File: src/rtl/line_to_word_bridge.sv
`default_nettype none
// +----------------------------------------------------------------------------+
// | Module   : line_to_word_bridge                                             |
// | Purpose  : Converts one cache-line request from the mux slave port into a  |
// |            burst of word requests to a word-wide memory. A line write      |
// |            becomes WORDS_PER_LINE word writes. A line read becomes         |
// |            WORDS_PER_LINE word reads. The returned words are assembled     |
// |            into one line response.                                         |
// | Ports    : clk, reset             - clock, synchronous active-high reset   |
// |            n2m_request_*          - line request in (address/data/rd/wr)   |
// |            m2n_request_available  - bridge idle, may take a request        |
// |            m2n_response_*         - line read response out                 |
// |            mc_avail_o             - requester can take the response        |
// |            mem_req_*              - word request out (valid/ready)         |
// |            mem_rsp_*              - in-order read word return              |
// | Revision : 1.0 - initial release                                           |
// +----------------------------------------------------------------------------+

package line_to_word_bridge_pkg;
  typedef logic [31:0]  address_t;
  typedef logic [511:0] dcache_line_t;
endpackage

module line_to_word_bridge
  import line_to_word_bridge_pkg::*;
#(
  parameter int WORD_WIDTH     = 32,
  parameter int WORDS_PER_LINE = $bits(dcache_line_t) / WORD_WIDTH
) (
  input  logic                  clk,
  input  logic                  reset,
  input  address_t              n2m_request_address,
  input  dcache_line_t          n2m_request_data,
  input  logic                  n2m_request_read,
  input  logic                  n2m_request_write,
  input  logic                  mc_avail_o,
  output logic                  m2n_request_available,
  output logic                  m2n_response_valid,
  output address_t              m2n_response_address,
  output dcache_line_t          m2n_response_data,
  output logic                  mem_req_valid,
  output logic                  mem_req_write,
  output address_t              mem_req_address,
  output logic [WORD_WIDTH-1:0] mem_req_wdata,
  input  logic                  mem_req_ready,
  input  logic                  mem_rsp_valid,
  input  logic [WORD_WIDTH-1:0] mem_rsp_rdata
);

  localparam int c_IDX_W      = $clog2(WORDS_PER_LINE);
  localparam int c_CNT_W      = c_IDX_W + 1;
  localparam int c_LINE_BYTES = WORDS_PER_LINE * WORD_WIDTH / 8;

  localparam logic [c_CNT_W-1:0] c_WORDS     = c_CNT_W'(WORDS_PER_LINE);
  localparam logic [c_CNT_W-1:0] c_LAST      = c_CNT_W'(WORDS_PER_LINE - 1);
  localparam address_t           c_LINE_MASK = address_t'(c_LINE_BYTES - 1);
  localparam address_t           c_WORD_BYTES = address_t'(WORD_WIDTH / 8);

  typedef enum logic [1:0] {
    IDLE  = 2'd0,
    WRITE = 2'd1,
    READ  = 2'd2,
    RESP  = 2'd3
  } state_t;

  state_t              r_state;
  address_t            r_addr;       // captured request address
  dcache_line_t        r_line;       // write line, or read assembly buffer
  logic [c_CNT_W-1:0]  r_issue_cnt;
  logic [c_CNT_W-1:0]  r_recv_cnt;
  address_t            r_rsp_addr;
  dcache_line_t        r_rsp_data;

  logic [c_IDX_W-1:0]  w_issue_idx;
  logic [c_IDX_W-1:0]  w_recv_idx;
  logic                w_issue_fire;
  logic                w_recv_fire;
  address_t            w_line_base;
  dcache_line_t        w_line_next;

  // The counters reach WORDS_PER_LINE only after the last word, when the
  // slot index is no longer used, so the low bits are a safe slot index.
  assign w_issue_idx  = r_issue_cnt[c_IDX_W-1:0];
  assign w_recv_idx   = r_recv_cnt[c_IDX_W-1:0];
  assign w_issue_fire = mem_req_valid & mem_req_ready;
  assign w_recv_fire  = (r_state == READ) & mem_rsp_valid;
  assign w_line_base  = r_addr & ~c_LINE_MASK;

  // Assembly buffer with the word that arrives in this cycle merged in. The
  // line response is taken from this value so the last word lands in the
  // same edge that enters RESP.
  always_comb begin
    w_line_next = r_line;
    if (w_recv_fire) begin
      w_line_next[int'(w_recv_idx) * WORD_WIDTH +: WORD_WIDTH] = mem_rsp_rdata;
    end
  end

  always_ff @(posedge clk) begin
    if (reset) begin
      r_state     <= IDLE;
      r_addr      <= '0;
      r_line      <= '0;
      r_issue_cnt <= '0;
      r_recv_cnt  <= '0;
      r_rsp_addr  <= '0;
      r_rsp_data  <= '0;
    end else begin
      case (r_state)
        IDLE: begin
          // A write wins over a simultaneous read.
          if (n2m_request_write) begin
            r_addr      <= n2m_request_address;
            r_line      <= n2m_request_data;
            r_issue_cnt <= '0;
            r_recv_cnt  <= '0;
            r_state     <= WRITE;
          end else if (n2m_request_read) begin
            r_addr      <= n2m_request_address;
            r_issue_cnt <= '0;
            r_recv_cnt  <= '0;
            r_state     <= READ;
          end
        end

        WRITE: begin
          if (w_issue_fire) begin
            r_issue_cnt <= r_issue_cnt + 1'b1;
            if (r_issue_cnt == c_LAST) begin
              r_state <= IDLE;
            end
          end
        end

        READ: begin
          // Issue and receive run independently; a word may return in the
          // same cycle another is issued.
          if (w_issue_fire) begin
            r_issue_cnt <= r_issue_cnt + 1'b1;
          end
          r_line <= w_line_next;
          if (w_recv_fire) begin
            r_recv_cnt <= r_recv_cnt + 1'b1;
            if (r_recv_cnt == c_LAST) begin
              r_rsp_data <= w_line_next;
              r_rsp_addr <= r_addr;
              r_state    <= RESP;
            end
          end
        end

        RESP: begin
          if (mc_avail_o) begin
            r_state <= IDLE;
          end
        end

        default: r_state <= IDLE;
      endcase
    end
  end

  // Handshake outputs are forced low while reset is held, independent of the
  // state register's value before the first reset edge.
  assign m2n_request_available = ~reset & (r_state == IDLE);
  assign m2n_response_valid    = ~reset & (r_state == RESP) & mc_avail_o;
  assign m2n_response_address  = r_rsp_addr;
  assign m2n_response_data     = r_rsp_data;

  assign mem_req_valid   = ~reset & ((r_state == WRITE) |
                                     ((r_state == READ) & (r_issue_cnt < c_WORDS)));
  assign mem_req_write   = (r_state == WRITE);
  assign mem_req_address = w_line_base + (address_t'(w_issue_idx) * c_WORD_BYTES);
  assign mem_req_wdata   = r_line[int'(w_issue_idx) * WORD_WIDTH +: WORD_WIDTH];

endmodule

`default_nettype wire

File: config.mk
export PLATFORM = sky130hd
export DESIGN_NAME = line_to_word_bridge
export DESIGN_NICKNAME = d
export VERILOG_FILES = /design/src/rtl/line_to_word_bridge.sv
export SDC_FILE = /design/constraint.sdc
export NUM_CORES = 2
export LEC_CHECK = 0
export ABC_AREA = 1
export CELL_PAD_IN_SITES_DETAIL_PLACEMENT = 0
export CELL_PAD_IN_SITES_GLOBAL_PLACEMENT = 1
export CORE_AREA = 8 8 459 461
export DETAILED_ROUTE_END_ITERATION = 10
export DIE_AREA = 0 0 467 469
export PLACE_DENSITY_LB_ADDON = 0.1
export SYNTH_ARGS = -nofsm -noshare
export SYNTH_HDL_FRONTEND = slang
export SYNTH_SLANG_ARGS = --single-unit
export TNS_END_PERCENT = 1
File: constraint.sdc
create_clock -name clk -period 2.7 [get_ports clk]
set_input_delay 0.405 -clock clk [delete_from_list [all_inputs] [get_ports clk]]
set_output_delay 0.405 -clock clk [all_outputs]
set_load 0.02 [all_outputs]
==> Word-level counts from Yosys, hierarchy flattened <==
Cells that the tools add are included.
{ "totals": {"reg_bits": 1100, "inputBits": 583, "output_inout_bits": 612, "word_cells": 68} }
{ "classes": {"n_addsub": 4, "magnitude_cmp": 1, "n_eq_ne": 13, "shifts": 3, "mux": 20, "n_bitwise": 9, "n_reduce_logical": 11} }
{ "op_table": {"columns": ["cell", "count"], "rows": [
  ["$mux 512", 2],
  ["$pmux 512 s2", 1],
  ["$bwmux 512", 1],
  ["$shift 32x33->512 const A", 1],
  ["$shiftx 32x33->512", 1],
  ["$shiftx 512x10->32", 1],
  ["$mux 32", 2],
  ["$neg 9->33", 1],
  ["$add 32x6->32", 1],
  ["$mux 5", 4],
  ["$pmux 5 s2", 2],
  ["$mux 2", 7],
  ["$add 5x1->5 const B", 2],
  ["$eq 5x4->1 const B", 2],
  ["$reduce_and 3->1", 3],
  ["$ne 2x1->1 const B", 4],
  ["$pmux 2 s4", 1],
  ["$and 1x1->1", 7],
  ["$ne 2x2->1 const B", 3],
  ["$reduce_and 6->1", 1],
  ["$reduce_bool 2->1", 3],
  ["$lt 5x5->1 const B", 1],
  ["$eq 2x2->1 const B", 2],
  ["$reduce_and 2->1", 2],
  ["other kinds (6)", 6]
]} }

==> Longest topological paths before layout <==
{ "logic_depth": {"word_depth": 7, "depth_mapped": 16, "depth_no_buf": 12} }

==> Worst setup path after synthesis <==
Ideal clock, no wire load.
{ "synth_path": {"path_type": "register to register", "startpoint": "register r_recv_cnt[0]", "endpoint": "register r_rsp_data[441] (netlist: m2n_response_data[441])", "setup_ns": 0.114, "arrival_time_ns": 2.308, "required_time_ns": 2.586, "slack_ns": 0.279, "path_stages_with_launch": 15, "path_buffers": 5, "synth_period_minus_slack_ns": 2.421, "cell_sequence": "dfxtp_1 inv_2 buf_2 clkbuf_1 ha_1 nand2_1 nand2_1 buf_4 buf_2 nand4_1 clkbuf_1 nand2_1 nand3_1 o21bai_1 inv_1"} }
{ "synth_via": {"elab_chain_cells": 4, "word_cells_on_any_way": 7, "cone_classes": "add/sub (1); eq/ne (1); shift (2); mux (2); reduce/logical (1)"} }
{ "synth_lines": {"columns": ["item", "line", "text"], "rows": [
  ["from (decl)", "70", "logic [c_CNT_W-1:0] r_recv_cnt;"],
  ["from (signal assigned)", "143", "r_recv_cnt <= r_recv_cnt + 1'b1;"],
  ["$neg 9->33", "95", "w_line_next[int'(w_recv_idx) * WORD_WIDTH +: WORD_WIDTH] = mem_rsp_rdata;"],
  ["$shiftx 32x33->512 or $shift 32x33->512 (tied branches)", "95", null],
  ["$bwmux 512", "95", null],
  ["$mux 512", "94", "if (w_recv_fire) begin"],
  ["to (signal assigned)", "145", "r_rsp_data <= w_line_next;"],
  ["to (decl)", "72", "dcache_line_t r_rsp_data;"]
]} }
Parallel ways exist; a longest one is shown, timed or not.
A chain may end at the register's enable or synchronous reset.

==> Worst setup path after layout <==
{ "layout_path": {"startpoint": "register r_issue_cnt[0]", "endpoint": "output mem_req_wdata[20]"} }
{ "layout_via": {"elab_chain_cells": 1} }
{ "layout_lines": {"columns": ["item", "line", "text"], "rows": [
  ["from (decl)", "69", "logic [c_CNT_W-1:0] r_issue_cnt;"],
  ["from (signal assigned)", "128", "r_issue_cnt <= r_issue_cnt + 1'b1;"],
  ["from (signal assigned)", "139", "r_issue_cnt <= r_issue_cnt + 1'b1;"],
  ["$shiftx 512x10->32", "174", "assign mem_req_wdata = r_line[int'(w_issue_idx) * WORD_WIDTH +: WORD_WIDTH];"],
  ["to (decl)", "44", "output logic [WORD_WIDTH-1:0] mem_req_wdata,"]
]} }
No other way between the ends.

==> summary.txt <==
CTS buffer count -> 142
hpwl dp -> 353 mm
clock root buffer -> clkbuf_16
clock slew at reported path FFs -> 0.06 ns
final worst clock skew -> 0.0207 ns
vias in the first global route -> 67500
FP Rows -> 166
count leader, synth -> nor2_1
CTS tree -> done
htree depth -> 4
Fin. Hold Viols -> 0
Reg power frac -> 28.4%
Seq cells post-synth -> 1100
filler cell count -> 21600
clk buf depth -> 3
GRT Total Usage -> 38.6%
total power -> 80000 µW
I/O Pins -> 1195
top_reg_cell synth -> dfxtp_1
worst slew pin tran -> 1.20 ns
final antenna-violating net count -> 0
fin crit share -> 130%
port buffer count -> 1192
Sw Pwr -> 36200 µW
status -> finished, violations left
RD Place Congestion -> 1.05
synthesized area per cell -> 6.52 µm²
initial core utilization -> 28.2%
Die Y -> 469 µm
DRT iter0 DRCs -> 9717
core area -> 203000 µm²
Static Leak -> 0.0364 µW
Pint -> 43700 µW
Hold Crit Class -> in2reg
Max VDD drop -> 733 µV
Pre-Repair DR Iteration Count -> 8
Sink Count -> 1100
Via Count -> 73000
fraction of layout cells with a size suffix above 1 -> 14.3%
die area -> 219000 µm²
YS warnings -> 0
RSZ-0062 raised after global routing -> yes
final net count -> 10900
Post-Syn Instances -> 8794
number of synthesized flops with an enable pin -> 0
Worst slew margin -> 20.2%
Hold Crit Depth -> 3
Netlist cell types -> 31
top-area cell type share of the netlist area -> 38.4%
# Max-Cap Violations -> 0
DRC -> 0
Req. time, crit path -> 2.30 ns
share of total power in the clock network -> 24.9%
Max Clk Rate -> 286 MHz
combinational share of power -> 46.7%
Switching Fraction -> 45.3%
fraction of registers with async set/reset -> 0%
failing checks -> negative setup slack
Startpoint Class -> flip-flop
max-slew violations -> 0
cell taking the most area after synthesis -> dfxtp_1
Routed WL -> 451 mm
worst setup path category -> reg2out
total gr overflow -> 0
Hold Slack -> 0.231 ns
# setup viols final -> 35
crit path DAT -> 3.10 ns
CP endpoint kind -> primary output
WL/cell -> 34.2 µm
crit-path max FO -> 7
die width -> 467 µm
Via density -> 5.54
P per Cell Area -> 931 nW/µm²
Tmin final -> 3.50 ns
Post-Syn Area -> 57300 µm²
Layout area overhead -> 49.8%
top post-synthesis cells by area -> dfxtp_1 (38%), nor2_1 (11%), nand2_1 (11%)
synth cell count leaders -> nor2_1 (1655), nand2_1 (1617), dfxtp_1 (1100)
FF-to-FF path depth -> 11
largest net degree at the start of global routing -> 157
initial antenna violation count -> 75
insertion delay to the later sink of the worst-skew pair -> 0.81 ns
first-pass GRT wire length -> 592 mm
setup ws final -> -0.802 ns
post-synthesis sequential area ratio -> 38.4%
[area by class of cell]
class / count / area, µm² / area share, %
Antenna cell: 38 / 95.1 / 0.111
Clock inverter: 42 / 427 / 0.497
Clock buffer: 213 / 4330 / 5.04
Sequential cell: 1100 / 22000 / 25.6
Timing Repair inverter: 3 / 51.3 / 0.0597
Timing Repair Buffer: 2209 / 22400 / 26.0
Multi-Input combinational cell: 6351 / 31200 / 36.3
Tap cell: 2688 / 3360 / 3.91
Inverter: 541 / 2080 / 2.42
[per-stage QoR]
| step | util, % | std cells | setup TNS, ns | area (µm²) | worst slack [ns] |
|---|---|---|---|---|---|
| CTS | 41.8 | 13100 | -19.96 | 84900 | -0.697 |
| global placement | 38.9 | 12900 | -150.87 | 79100 | -0.525 |
| finish | 42.3 | 13200 | -21.02 | 85900 | -0.802 |
| global route | 42.2 | 13200 | -20.64 | 85800 | -0.687 |
| floorplan | - | 8795 | 0 | 57300 | 0.279 |
| detailed placement | 38.9 | 12900 | -152.47 | 79100 | -0.670 |
[layer usage]
metal	share of wire, %	GRT usage [%]	vias to the layer above
li1	-	-	32100
met1	41	50.7	35800
met2	42	57.5	4187
met3	9.9	10.6	827
met4	6.2	20.7	52
met5	0.079	0	-
[final timing paths]
check | slack, ns | end | from
hold reg to reg | 0.48 | r_line[303] | r_line[303]
hold / removal | 0.23 | r_addr[1] | n2m_request_address[1]
setup reg to reg | -0.02 | r_line[398] | r_recv_cnt[0]
setup / recovery | -0.80 | mem_req_wdata[20] | r_issue_cnt[0]
[cells in the final DEF, fill, tap and decap left out, types with 6 or more instances in the layout]
cell type | synthesis | layout
a21oi_1 | 521 | 521
buf_12 | 0 | 180
buf_16 | 0 | 10
buf_4 | 35 | 799
buf_6 | 0 | 41
buf_8 | 0 | 6
bufinv_16 | 0 | 6
clkbuf_1 | 617 | 27
clkbuf_16 | 0 | 159
clkbuf_8 | 0 | 38
clkdlybuf4s50_1 | 0 | 1154
clkinv_2 | 0 | 26
dfxtp_1 | 1100 | 1096
diode_2 | 0 | 38
ha_1 | 10 | 7
inv_1 | 530 | 524
inv_2 | 8 | 7
mux2i_1 | 40 | 30
mux2i_2 | 0 | 7
nand2_1 | 1617 | 1608
nand2_2 | 0 | 7
nand3_1 | 766 | 717
nand3_2 | 1 | 36
nand3_4 | 0 | 14
nand4_1 | 202 | 202
nor2_1 | 1655 | 1593
nor2_2 | 3 | 35
nor2_4 | 4 | 34
o211ai_1 | 56 | 56
o21ai_0 | 861 | 828
o21ai_1 | 30 | 54
o21ai_2 | 0 | 7
o21bai_1 | 455 | 455
o221ai_1 | 40 | 22
o221ai_2 | 0 | 15
o32ai_1 | 76 | 55
o32ai_2 | 0 | 18
[power groups by stage]
stage | combinational [µW] | sequential [µW] | clock, µW
floorplan | 15900 | 20900 | 0
global placement | 34300 | 22700 | 0
detailed placement | 34300 | 22700 | 0
CTS | 35600 | 22400 | 20100
global route | 38600 | 22800 | 20800
finish | 37400 | 22700 | 19900
[cells by family (layout without fill, tap and decap cells)]
group / Yosys count / after routing / share of synthesized area (%)
compound gates: 2043 / 2043 / 20.8
fa+ha+maj: 10 / 10 / 0.218
buf+inv: 1344 / 3008 / 9.26
xor+xnor: 1 / 1 / 0.0153
mux: 40 / 40 / 0.698
other cells: 1 / 40 / 0.00654
flops: 1100 / 1100 / 38.4
simple gates: 4255 / 4255 / 30.6
[registers in the layout, summed over array words and instances, names as in the netlist]
name	count
r_line	512
m2n_response_data	512
m2n_response_address	32
r_issue_cnt	5
r_addr	32
r_state	2
r_recv_cnt	5
[worst max-delay path, stage by stage (launching register included)]
cell and delay (ns):
dfxtp_4 0.40, buf_12 0.17, clkbuf_16 0.19, clkbuf_16 0.18, o21ai_0 0.56, o32ai_1 0.23
nand2_1 0.24, nand3_4 0.12, buf_4 0.18
[what timing repair did]
item / CTS / global route
cloned: 7 / 11
hold buffers: 1 / 0
endpoints found under the hold margin: 6 / 0
endpoints found under the setup margin: 84 / 414
buffers inserted: 11 / 12
gates resized for setup: 199 / 159
pin swaps: 18 / 30
(Power assumes the default switching activity.)
